==> config.mk <==
export PLATFORM = sky130hd
export DESIGN_NAME = shift_req_arbiter
export DESIGN_NICKNAME = d
export VERILOG_FILES = /design/src/rtl/shift_req_arbiter.sv
export SDC_FILE = /design/constraint.sdc
export NUM_CORES = 1
export LEC_CHECK = 0
export BUFFER_PORTS_ARGS = -buffer_cell sky130_fd_sc_hd__buf_2
export CAP_MARGIN = 30
export CORE_MARGIN = 5
export CORE_UTILIZATION = 38
export DETAILED_ROUTE_END_ITERATION = 7
export PLACE_DENSITY = 0.71
export SKIP_LAST_GASP = 1
export SYNTH_ARGS = -nofsm -noshare
export SYNTH_HDL_FRONTEND = slang
export SYNTH_SLANG_ARGS = --single-unit
==> constraint.sdc <==
create_clock -name clk -period 1.48 [get_ports clk]
set_input_delay 0.148 -clock clk [delete_from_list [all_inputs] [get_ports clk]]
set_output_delay 0.148 -clock clk [all_outputs]
set_load 0.005 [all_outputs]
==> src/rtl/shift_req_arbiter.sv <==
// Round-robin arbiter sharing one barrel shifter between two requesters.
// Define SHIFT_ERR_CNT_EN to add a saturating illegal-op counter on err_cnt.
module shift_req_arbiter #(
    parameter int m = 32
) (
    input  logic         clk,
    input  logic         rst,
    input  logic         req0_valid,
    output logic         req0_ready,
    input  logic [m-1:0] req0_a,
    input  logic [4:0]   req0_b,
    input  logic [1:0]   req0_op,
    input  logic         req1_valid,
    output logic         req1_ready,
    input  logic [m-1:0] req1_a,
    input  logic [4:0]   req1_b,
    input  logic [1:0]   req1_op,
    output logic         rsp_valid,
    input  logic         rsp_ready,
    output logic         rsp_id,
    output logic [m-1:0] rsp_y,
    output logic         rsp_err,
    output logic [m-1:0] sh_a,
    output logic [m-1:0] sh_b,
    output logic [1:0]   sh_cntrl,
`ifdef SHIFT_ERR_CNT_EN
    output logic [7:0]   err_cnt,
`endif
    input  logic [m-1:0] sh_y
);

    typedef enum logic [1:0] {IDLE, ISSUE, RESP} state_t;

    state_t       state_q, state_d;
    logic         last_grant_q, last_grant_d;
    logic         id_pend_q, id_pend_d;
    logic         err_pend_q, err_pend_d;
    logic         rsp_valid_q, rsp_valid_d;
    logic         rsp_id_q, rsp_id_d;
    logic [m-1:0] rsp_y_q, rsp_y_d;
    logic         rsp_err_q, rsp_err_d;
    logic [m-1:0] sh_a_q, sh_a_d;
    logic [m-1:0] sh_b_q, sh_b_d;
    logic [1:0]   sh_cntrl_q, sh_cntrl_d;
`ifdef SHIFT_ERR_CNT_EN
    logic [7:0]   err_cnt_q, err_cnt_d;
`endif

    logic         grant0, grant1, in_idle, accept;
    logic [m-1:0] win_a;
    logic [4:0]   win_b;
    logic [1:0]   win_op;

    // On a tie the requester that did not win last time gets the grant.
    always_comb begin
        grant1  = req1_valid && (!req0_valid || !last_grant_q);
        grant0  = req0_valid && !grant1;
        in_idle = (state_q == IDLE) && !rst;
        accept  = in_idle && (grant0 || grant1);
        win_a   = grant1 ? req1_a  : req0_a;
        win_b   = grant1 ? req1_b  : req0_b;
        win_op  = grant1 ? req1_op : req0_op;
    end

    assign req0_ready = in_idle && grant0;
    assign req1_ready = in_idle && grant1;

    always_comb begin
        state_d      = state_q;
        last_grant_d = last_grant_q;
        id_pend_d    = id_pend_q;
        err_pend_d   = err_pend_q;
        rsp_valid_d  = rsp_valid_q;
        rsp_id_d     = rsp_id_q;
        rsp_y_d      = rsp_y_q;
        rsp_err_d    = rsp_err_q;
        sh_a_d       = sh_a_q;
        sh_b_d       = sh_b_q;
        sh_cntrl_d   = sh_cntrl_q;
`ifdef SHIFT_ERR_CNT_EN
        err_cnt_d    = err_cnt_q;
`endif
        unique case (state_q)
            IDLE: begin
                if (accept) begin
                    sh_a_d       = win_a;
                    sh_b_d       = {{(m-5){1'b0}}, win_b};
                    // Illegal op still drives a defined shift so sh_y stays known.
                    sh_cntrl_d   = (win_op == 2'b11) ? 2'b01 : win_op;
                    err_pend_d   = (win_op == 2'b11);
                    id_pend_d    = grant1;
                    last_grant_d = grant1;
                    state_d      = ISSUE;
`ifdef SHIFT_ERR_CNT_EN
                    if (win_op == 2'b11 && err_cnt_q != 8'hFF)
                        err_cnt_d = err_cnt_q + 8'd1;
`endif
                end
            end
            ISSUE: begin
                rsp_y_d     = err_pend_q ? '0 : sh_y;
                rsp_err_d   = err_pend_q;
                rsp_id_d    = id_pend_q;
                rsp_valid_d = 1'b1;
                state_d     = RESP;
            end
            RESP: begin
                if (rsp_ready) begin
                    rsp_valid_d = 1'b0;
                    state_d     = IDLE;
                end
            end
            default: state_d = IDLE;
        endcase
    end

    always_ff @(posedge clk) begin
        if (rst) begin
            state_q      <= IDLE;
            last_grant_q <= 1'b1;
            id_pend_q    <= 1'b0;
            err_pend_q   <= 1'b0;
            rsp_valid_q  <= 1'b0;
            rsp_id_q     <= 1'b0;
            rsp_y_q      <= '0;
            rsp_err_q    <= 1'b0;
            sh_a_q       <= '0;
            sh_b_q       <= '0;
            sh_cntrl_q   <= 2'b01;
`ifdef SHIFT_ERR_CNT_EN
            err_cnt_q    <= 8'h00;
`endif
        end else begin
            state_q      <= state_d;
            last_grant_q <= last_grant_d;
            id_pend_q    <= id_pend_d;
            err_pend_q   <= err_pend_d;
            rsp_valid_q  <= rsp_valid_d;
            rsp_id_q     <= rsp_id_d;
            rsp_y_q      <= rsp_y_d;
            rsp_err_q    <= rsp_err_d;
            sh_a_q       <= sh_a_d;
            sh_b_q       <= sh_b_d;
            sh_cntrl_q   <= sh_cntrl_d;
`ifdef SHIFT_ERR_CNT_EN
            err_cnt_q    <= err_cnt_d;
`endif
        end
    end

    assign rsp_valid = rsp_valid_q;
    assign rsp_id    = rsp_id_q;
    assign rsp_y     = rsp_y_q;
    assign rsp_err   = rsp_err_q;
    assign sh_a      = sh_a_q;
    assign sh_b      = sh_b_q;
    assign sh_cntrl  = sh_cntrl_q;
`ifdef SHIFT_ERR_CNT_EN
    assign err_cnt   = err_cnt_q;
`endif

endmodule
## Word level (Yosys, flattened, before mapping)

Cells that the tools add are included.

- Memory bits (read-only): 0
- Word-level logic and storage cells: 43
- Latch bits: 0
- Bits in registers: 79
- Memories: 0
- Bits in writable memories: 0
- Input bits: 115

- Add/subtract/negate cells: 0
- Equal/unequal tests: 5
- Reductions and logical operators: 17
- $mul: 0
- Order comparisons: 0
- Bitwise logic cells: 0
- Shifts and indexed selects: 0
- Divide/modulo/power cells: 0
- Mux-type cells: 10

Operators by type and width:

| operator | number |
|---|---|
| 32-bit two-way mux | 2 |
| 2-bit two-way mux | 4 |
| 1-bit logical AND | 6 |
| 2-bit one-hot mux with 3 select lines | 1 |
| 2-bit AND reduction | 3 |
| 5-bit two-way mux | 1 |
| 2-bit == test, second input constant | 2 |
| 1-bit logical NOT | 4 |
| 2-bit != test, second input constant | 2 |
| 2-bit by 1-bit == test with 1-bit output, second input constant | 1 |
| 2-bit logical NOT | 1 |
| 1-bit logical OR | 2 |
| 1-bit one-hot mux with 2 select lines | 1 |
| 2-bit nonzero test | 1 |
| 1-bit two-way mux | 1 |

## Longest topological paths before layout

Gate-level depths: netlist of the first run.

- Depth after elaboration: 9
- Mapped depth: 6
- Mapped depth without buffers: 3

## Least setup slack after synthesis of the first run

No wires, ideal clock.

- Path type: register -> register
- Start: register state_q[1]
- End: register sh_a_q[0], in the netlist sh_a[0]
- Required time: 1.333 ns
- Data arrival time: 1.143 ns
- Clock period less this slack: 1.289 ns
- Stages on the path, launching flop included: 6
- Slack: 0.191 ns
- Cells stage by stage: dfxtp_1 nor3_2 and2_1 buf_6 buf_6 a311oi_2

- Word-level cells in the longest chain between the ends: 4

Ends and longest elaborated chain:

| item | RTL line | RTL |
|---|---|---|
| start: declaration | 34 | `state_t state_q, state_d;` |
| start signal: assignment | 134 | `state_q <= state_d;` |
| 2-bit logical NOT * | 58, 83 |  |
| 1-bit logical AND | 58 | `in_idle = (state_q == IDLE) && !rst;` |
| 1-bit logical AND | 59 | `accept = in_idle && (grant0 \|\| grant1);` |
| 2-bit AND reduction (no line) * | n/a |  |
| end signal: assignment | 127 | `sh_a_q <= '0;` |
| end signal: assignment | 142 | `sh_a_q <= sh_a_d;` |
| end: declaration | 42 | `logic [m-1:0] sh_a_q, sh_a_d;` |

Every way passes the cells marked *; elsewhere a longest branch is shown, timed or not.
A chain may end at the register's enable or synchronous reset.

## Worst setup path after layout of the first run

- Start: register state_q[0]
- End: output req0_ready

- Word-level cells in the longest chain between the ends: 3

Ends and longest elaborated chain:

| item | RTL line | RTL |
|---|---|---|
| 2-bit logical NOT | 58 |  |
| 1-bit logical AND | 58 |  |
| 1-bit logical AND | 65 | `assign req0_ready = in_idle && grant0;` |
| end: declaration | 9 | `output logic req0_ready,` |

No other way between the ends.

==> results of run 1 <==
final cells by class:
type,count,share of cell area [%]
inverter,1,0.0716
timing repair buffer,215,25.7
tap,133,3.17
clock inverter,6,1.62
multi-input combinational,309,36.7
sequential,79,30.3
clock buffer,10,2.43
power groups by stage:
| stage | Sequential, mW | Clock, mW | Combinational [mW] |
|---|---|---|---|
| 2_1_floorplan | 2.46 | 0 | 0.740 |
| 3_3_place_gp | 2.45 | 0 | 1.17 |
| 3_5_place_dp | 2.45 | 0 | 1.21 |
| 4_1_cts | 2.40 | 1.79 | 1.35 |
| 5_1_grt | 2.43 | 1.91 | 1.47 |
| 6_report | 2.41 | 1.73 | 1.34 |
repair_timing:
action	CTS	global route
pin swaps	1	5
setup buffers	9	0
cloned	4	0
hold buffers	0	0
endpoints found under the setup margin	2	26
gates resized for setup	7	2
layout by cell type, fill, tap and decap left out, types with 2 or more instances in the layout:
cell type / synthesis / routed
nand3b_1: 34 / 34
buf_2: 14 / 188
clkbuf_8: 0 / 9
clkinv_2: 0 / 2
or3b_1: 2 / 2
buf_4: 28 / 14
a311oi_2: 39 / 39
conb_1: 1 / 27
nor2_1: 3 / 3
bufinv_16: 0 / 2
dfxtp_4: 0 / 2
buf_12: 0 / 8
a21oi_1: 75 / 75
clkinvlp_4: 0 / 2
dfxtp_1: 79 / 76
bufbuf_16: 0 / 4
nand2_1: 111 / 111
state kept, by name, indices dropped and copies added, names as in the netlist, 2 cells and up:
signal	count
sh_a	32
rsp_y	32
state_q	2
sh_cntrl	2
sh_b	5
logic make-up after synthesis:
family	after synthesis	share of synthesized area [%]
compound gates	121	26.8
buf+inv	70	11.1
flops	79	41.6
other cells	1	0.0987
simple gates	161	20.4
how the worst min path moves through the flow:
stage                              to  slack, ps
2_1_floorplan   rsp_y[3]$_SDFFE_PP0P_        310
3_3_place_gp   rsp_y[27]$_SDFFE_PP0P_        420
3_5_place_dp   rsp_y[20]$_SDFFE_PP0P_        430
4_1_cts        rsp_y[20]$_SDFFE_PP0P_         40
5_1_grt         rsp_y[8]$_SDFFE_PP0P_         40
6_report        rsp_y[3]$_SDFFE_PP0P_         70
routing by layer:
metal / global-route usage, % / vias to the layer above
li1: - / 1823
met1: 22.6 / 1748
met2: 32.4 / 183
met3: 7.22 / 18
met4: 7.66 / 0
met5: 0 / -
worst register-to-register path: stages, from the launching register on:
cell and delay [ps]:
dfxtp_4 360, nor3_4 230, buf_4 160, bufbuf_16 290, a21oi_1 90, a311oi_2 240
through the flow:
step                      area [um^2]  hold WS, ps  util [%]  power, mW
after floorplan                  3900          312         -       3.20
after global placement           4800          419      49.1       3.63
after detailed placement         4800          426      49.1       3.66
after CTS                        5240         41.1      53.6       5.55
after global routing             5240         37.5      53.6       5.81
final                            5240         69.2      53.6       5.48
==> flow_metrics.env, run 1 <==
export IMPL_powerDensity_nw_per_um2=1050
export IMPL_crit_required_ps=1330
export IMPL_syn_area_per_cell_um2=8.80
export IMPL_cpPeakStageDelay_ps=360
export IMPL_n_antenna_cell=0
export IMPL_status="finished with violations"
export IMPL_vias_per_cell=5.01
export IMPL_fin_tns_setup_ps=-7.84
export IMPL_n_fill_cell=931
export IMPL_worstHoldStart="sh_y[3]"
export IMPL_dp_cells=724
export IMPL_die_area_um2=12100
export IMPL_fin_crit_ps=1490
export IMPL_row_count=36
export IMPL_path_cells="nor3_4, buf_12, and3_1, buf_2"
export IMPL_crit_family="simple AND/OR/NAND/NOR gates"
export IMPL_sw_frac_of_total_pct=28.7
export IMPL_wl_met3_mm=1.19
export IMPL_crit_start="state_q[0]$_SDFFE_PP0P_"
export IMPL_yosysWarnings=0
export IMPL_regArea_um2=1590
export IMPL_synth_cells=432
export IMPL_synth_top_area_share_pct=41.6
export IMPL_dp_hpwl_mm=7.85
export IMPL_criticalPathCategory="reg2out"
export IMPL_worst_path_buf_inv=2
export IMPL_gp_congestion=0.794
export IMPL_nets=730
export IMPL_setup_viol=1
export IMPL_wl_met2_mm=5.80
export IMPL_power_internal_mw=3.91
export IMPL_power_frac_seq_pct=43.9
export IMPL_synth_seq_cells=79
export IMPL_cts_sinks=79
export IMPL_cp_end_kind="output port"
export IMPL_switching_power_mw=1.57
export IMPL_grt_overflow=0
export IMPL_cp_depth=4
export IMPL_rsz0062_at_grt="true"
export IMPL_ys_flop_type="dfxtp_1"
export IMPL_stdcell_count=753
export IMPL_fin_crit_sh_pct=101
export IMPL_worst_slack_ps=-7.84
export IMPL_synth_edf_count=0
export IMPL_regToRegSetupSlack_ps=20
export IMPL_vdd_drop_max_mv=0.439
export IMPL_drt_first_pass_iters=4
export IMPL_grt_pass1_wl_mm=18.3
export IMPL_ys_top_cells_by_area="dfxtp_1 42%, a311oi_2 15%, nand2_1 11%"
export IMPL_comb_power_share_pct=24.5
export IMPL_track_usage_pct=19.4
export IMPL_synth_most_common_cell="nand2_1"
export IMPL_clockBufferDepth=2
export IMPL_grt_max_degree=79
export IMPL_syn2layout_area_growth_pct=38.0
export IMPL_netlist_cell_type_count=29
export IMPL_die_width_um=110
export IMPL_crit_end="req0_ready"
export IMPL_maxCapViolCount=0
export IMPL_seq_area_frac_synth_pct=41.6
export IMPL_detailedPlace_worstSlack_ps=141
export IMPL_violations="negative setup slack"
export IMPL_antenna_left=0
export IMPL_root_buffer="clkbuf_8"
export IMPL_synth_top_area_cell="dfxtp_1"
export IMPL_drc=0
export IMPL_r2r_start="state_q[0]$_SDFFE_PP0P_"
export IMPL_synth_commonest_cells="111 x nand2_1, 79 x dfxtp_1, 75 x a21oi_1"
export IMPL_vias=3772
export IMPL_core_area_um2=9770
export IMPL_cp_start_kind="flop"
export IMPL_drt_total_wl_mm=12.0
export IMPL_arrival_ps=1340
export IMPL_leakage_nw=2.36
export IMPL_io_pins=218
export IMPL_hold_viol_final=0
export IMPL_netlist_area_um2=3800
export IMPL_start_util_pct=38.9
export IMPL_worstSkewPairLatency_ps=340
export IMPL_drtIter0Drc=242
export IMPL_highest_layer="met4"
export IMPL_clockPowerShare_pct=31.6
export IMPL_ctsHtreeMaxLevel=3
export IMPL_async_flop_share_pct=0
export IMPL_wl_per_cell_um=15.9
export IMPL_holdPathStages=3
export IMPL_die_y_um=110
export IMPL_r2r_cells=5
export IMPL_grt_pass1_vias=3758
export IMPL_wirelength_met1_mm=4.84
export IMPL_io_buffers=190
export IMPL_fmax_mhz=672
export IMPL_slowest_stage="dfxtp_4"
export IMPL_slew_violations=0
export IMPL_antenna_found_initial=0
export IMPL_drive_above_1_share_pct=44.8
export IMPL_multi_input_area_um2=1920
export IMPL_clock_skew_ps=7.99
export IMPL_cts_buffers=9
export IMPL_cts_tree="built"
export IMPL_clk_pin_slew_ps=80
export IMPL_worst_path_max_fanout=4
export IMPL_r2r_end="sh_a[0]$_SDFFE_PP0P_"
export IMPL_hold_path_class="in2reg"
Power figures use the tool's default switching activity.
==> run 2, diff against run 1 <==
PLACE_DENSITY = 0.74   (was 0.71)
clock period = 1.3 ns   (was 1.48 ns; I/O delays follow)
==> flow_metrics.env, run 2 (synthesis results as in run 1) <==
export IMPL_status="finished with violations"
export IMPL_violations="negative setup slack"
export IMPL_criticalPathCategory="reg2out"
export IMPL_track_usage_pct=18.3
export IMPL_r2r_start="state_q[0]$_SDFFE_PP0P_"
export IMPL_clk_pin_slew_ps=80
export IMPL_drt_first_pass_iters=4
export IMPL_cpPeakStageDelay_ps=350
export IMPL_vias_per_cell=4.99
export IMPL_gp_congestion=0.731
export IMPL_fin_tns_setup_ps=-3640
export IMPL_crit_start="state_q[0]$_SDFFE_PP0P_"
export IMPL_hold_viol_final=0
export IMPL_die_width_um=110
export IMPL_antenna_left=0
export IMPL_wl_per_cell_um=15.6
export IMPL_grt_pass1_vias=3633
export IMPL_worst_path_max_fanout=5
export IMPL_highest_layer="met4"
export IMPL_n_antenna_cell=0
export IMPL_fin_area_um2=5280
export IMPL_worst_slack_ps=-204
export IMPL_drtIter0Drc=271
export IMPL_worstSkewPairLatency_ps=350
export IMPL_core_area_um2=9770
export IMPL_io_buffers=190
export IMPL_syn2layout_area_growth_pct=38.8
export IMPL_wl_met3_mm=1.02
export IMPL_grt_overflow=0
export IMPL_drt_total_wl_mm=11.8
export IMPL_crit_required_ps=1170
export IMPL_wl_met2_mm=5.93
export IMPL_clockBufferDepth=2
export IMPL_cts_tree="built"
export IMPL_post_route_util_pct=54.0
export IMPL_dp_hpwl_mm=8.24
export IMPL_grt_pass1_wl_mm=17.4
export IMPL_holdBufCountCts=0
export IMPL_root_buffer="clkbuf_8"
export IMPL_vdd_drop_max_mv=0.582
export IMPL_worstHoldStart="sh_y[13]"
export IMPL_slew_violations=0
export IMPL_cts_sinks=79
export IMPL_antenna_found_initial=0
export IMPL_start_util_pct=38.9
export IMPL_cp_end_kind="output port"
export IMPL_drc=0
export IMPL_fin_crit_ps=1500
export IMPL_setup_viol=40
export IMPL_cp_start_kind="flop"
export IMPL_fin_crit_sh_pct=116
export IMPL_die_area_um2=12100
export IMPL_vias=3785
export IMPL_row_count=36
export IMPL_drive_above_1_share_pct=45.1
export IMPL_cts_buffers=9
export IMPL_fmax_mhz=665
export IMPL_io_pins=218
export IMPL_clock_skew_ps=9.72
export IMPL_powerDensity_nw_per_um2=1190
export IMPL_placed_area_um2=4890
export IMPL_ctsHtreeMaxLevel=3
export IMPL_wirelength_met1_mm=4.59
export IMPL_layout_common_cells="189 x buf_2, 111 x nand2_1, 76 x dfxtp_1"
export IMPL_path_cells="nor3_4, buf_6, and3_1, buf_2"
export IMPL_nets=736
export IMPL_leakage_nw=2.38
export IMPL_arrival_ps=1370
export IMPL_final_common_cell="buf_2"
export IMPL_grt_max_degree=79
export IMPL_maxCapViolCount=0
export IMPL_rsz0062_at_grt="true"
export IMPL_die_y_um=110
export IMPL_slowest_stage="dfxtp_2"
export IMPL_hold_path_class="in2reg"
[run 2: cell types whose count changed in the layout (fill, tap and decap cells not counted), moves of 2 or more]
cell / change
bufbuf_16: -3
buf_4: +2
buf_6: +2
clkinvlp_4: -2
[run 2: cell type report]
| cell class | count | area [um^2] |
|---|---|---|
| clock buffers | 11 | 141 |
| clock inverters | 4 | 70.1 |
| inverters | 1 | 3.75 |
| well taps | 133 | 166 |
| multi-input cells | 309 | 1930 |
| repair buffers | 221 | 1380 |
| flip-flops and latches | 79 | 1590 |
| fillers | 920 | 4500 |
[run 2: power breakdown]
group / switching [mW] / total (mW) / internal (mW) / leakage (nW)
Combinational: 0.783 / 1.54 / 0.753 / 1.62
Clock: 0.883 / 2.00 / 1.12 / 0.109
Sequential: 0.113 / 2.74 / 2.62 / 0.649
[run 2: worst paths after layout]
check | to | slack, ps | cells after the start
worst max register to register | sh_b[0]$_SDFFE_PP0P_ | -160 | 5
worst max-delay path | req0_ready | -200 | 4
worst min register to register | rsp_y[19]$_SDFFE_PP0P_ | 450 | 2
worst min-delay path | rsp_y[13]$_SDFFE_PP0P_ | 50 | 3
[run 2: repair_timing]
| item | CTS | global route |
|---|---|---|
| cloned | 3 | 1 |
| hold endpoints to repair | 0 | 0 |
| setup buffers | 7 | 2 |
| setup endpoints to repair | 32 | 45 |
| pin swaps | 4 | 2 |
| resized for setup | 10 | 3 |
[run 2: metrics by stage]
stage          hold WS, ps  total power, mW  setup slack, ps  cells
4_1_cts               35.1             6.30             -197    758
2_1_floorplan          294             3.64             10.7    458
3_5_place_dp           405             4.21            -65.8    733
5_1_grt               25.7             6.60             -299    758
3_3_place_gp           400             4.16             35.5    733
6_report              51.9             6.28             -204    758
[run 2: metal layers]
| layer | GRT usage [%] | vias up |
|---|---|---|
| li1 | - | 1843 |
| met1 | 20.7 | 1739 |
| met2 | 32.8 | 187 |
| met3 | 5.36 | 16 |
| met4 | 6.06 | 0 |
| met5 | 0 | - |
[run 2: critical path: cells and delay by family, from the launching register on]
kind	cells	cell delay, ps
buffers and inverters	2	260
DFF	1	350
and+or+nand+nor	2	440
==> run 3, diff against run 2 <==
BUFFER_PORTS_ARGS = default   (was -buffer_cell sky130_fd_sc_hd__buf_2)
DONT_BUFFER_PORTS = 1   (was default)
PLACE_DENSITY = default   (was 0.74)
==> flow_metrics.env, run 3 (synthesis results as in run 1) <==
export IMPL_status="finished with violations"
export IMPL_violations="negative hold slack, negative setup slack"
export IMPL_clockBufferDepth=2
export IMPL_wl_per_cell_um=19.2
export IMPL_criticalPathCategory="reg2out"
export IMPL_grt_pass1_wl_mm=15.7
export IMPL_grt_overflow=0
export IMPL_crit_required_ps=1170
export IMPL_holdPathStages=1
export IMPL_start_util_pct=38.9
export IMPL_worst_path_max_fanout=5
export IMPL_die_y_um=110
export IMPL_worstSkewPairLatency_ps=350
export IMPL_layout_common_cells="111 x nand2_1, 76 x dfxtp_1, 75 x a21oi_1"
export IMPL_drt_first_pass_iters=4
export IMPL_cts_tree="built"
export IMPL_power_frac_seq_pct=50.0
export IMPL_ctsHtreeMaxLevel=3
export IMPL_drtIter0Drc=207
export IMPL_die_width_um=110
export IMPL_rsz0062_at_grt="true"
export IMPL_switching_power_mw=1.59
export IMPL_worstHoldStart="rst"
export IMPL_sw_frac_of_total_pct=28.5
export IMPL_io_buffers=0
export IMPL_clock_skew_ps=9.64
export IMPL_root_buffer="clkbuf_8"
export IMPL_antenna_found_initial=0
export IMPL_grt_pass1_vias=3017
export IMPL_maxCapViolCount=0
export IMPL_fmax_mhz=742
export IMPL_vias_per_cell=5.42
export IMPL_worst_slack_ps=-48.1
export IMPL_clockPowerShare_pct=30.8
export IMPL_comb_power_share_pct=19.2
export IMPL_n_antenna_cell=0
export IMPL_fin_hold_ws_ps=-162
export IMPL_die_area_um2=12100
export IMPL_crit_start="state_q[0]$_SDFFE_PP0P_"
export IMPL_vdd_drop_max_mv=0.508
export IMPL_drc=0
export IMPL_fin_crit_sh_pct=104
export IMPL_drive_above_1_share_pct=20.7
export IMPL_hold_path_class="in2reg"
export IMPL_detailedPlace_worstSlack_ps=-39.2
export IMPL_r2r_start="state_q[0]$_SDFFE_PP0P_"
export IMPL_slew_violations=0
export IMPL_fin_crit_ps=1350
export IMPL_hold_viol_final=78
export IMPL_r2r_cells=5
export IMPL_core_area_um2=9770
export IMPL_leakage_nw=1.50
export IMPL_cp_end_kind="output port"
export IMPL_vias=3051
export IMPL_syn2layout_area_growth_pct=11.9
export IMPL_arrival_ps=1220
export IMPL_cts_buffers=9
export IMPL_gp_congestion=0.705
export IMPL_track_usage_pct=17.0
export IMPL_row_count=36
export IMPL_clk_pin_slew_ps=80
export IMPL_cts_sinks=79
export IMPL_io_pins=218
export IMPL_power_internal_mw=4.00
export IMPL_regToRegSetupSlack_ps=-40
export IMPL_setup_viol=25
export IMPL_drt_total_wl_mm=10.8
export IMPL_final_common_cell="nand2_1"
export IMPL_fin_area_um2=4250
export IMPL_powerDensity_nw_per_um2=1310
export IMPL_placed_area_um2=3850
export IMPL_nets=541
export IMPL_cp_start_kind="flop"
export IMPL_dp_hpwl_mm=7.02
export IMPL_antenna_left=0
export IMPL_grt_max_degree=80
run 3: what timing repair did:
item	in CTS	in global routing
endpoints found under the hold margin	78	78
pin swaps	6	3
setup buffers	6	1
endpoints found under the setup margin	24	42
gates cloned	2	2
gates resized for setup	9	8
run 3: layer usage:
layer	vias up	global-route usage, %	wire (um)
li1	1450	-	-
met1	1428	18.5	3920
met2	160	28.1	5290
met3	13	8.39	1450
met4	0	6.86	139
met5	-	0	0
run 3: power groups by stage:
stage	Clock, mW	Sequential [mW]	Combinational, mW
floorplan	0	2.80	0.842
detailed placement	0	2.85	0.933
finish	1.72	2.79	1.07
global placement	0	2.85	0.900
global route	1.90	2.82	1.18
CTS	1.80	2.80	1.02
run 3: worst paths after layout:
path,end
setup / recovery,req1_ready
setup reg to reg,sh_a[5]$_SDFFE_PP0P_
hold / removal,sh_a[13]$_SDFFE_PP0P_
hold reg to reg,rsp_y[0]$_SDFFE_PP0P_
run 3: final cells by class:
class | instances | area, um^2
Clock inverter | 5 | 50.0
Fill cell | 980 | 5520
Multi-Input combinational cell | 309 | 1930
Inverter | 1 | 3.75
Clock buffer | 10 | 128
Sequential cell | 79 | 1590
Tap cell | 133 | 166
Timing Repair Buffer | 26 | 383
run 3: metrics by stage:
| stage | hold WS, ps | utilization (%) | TNS, ps | cells | power, mW |
|---|---|---|---|---|---|
| 6_report | -162 | 43.5 | -460 | 563 | 5.59 |
| 5_1_grt | -190 | 43.5 | -2850 | 563 | 5.91 |
| 2_1_floorplan | 294 | - | 0 | 458 | 3.64 |
| 3_5_place_dp | 211 | 39.4 | -298 | 537 | 3.78 |
| 4_1_cts | -181 | 42.6 | -841 | 560 | 5.62 |
| 3_3_place_gp | 209 | 39.4 | 0 | 537 | 3.75 |
run 3: worst max-delay path, cell delays in order, from the launching register on:
cell     delay, ps
dfxtp_2        340
nor3_4         240
buf_6          150
and2_4         130
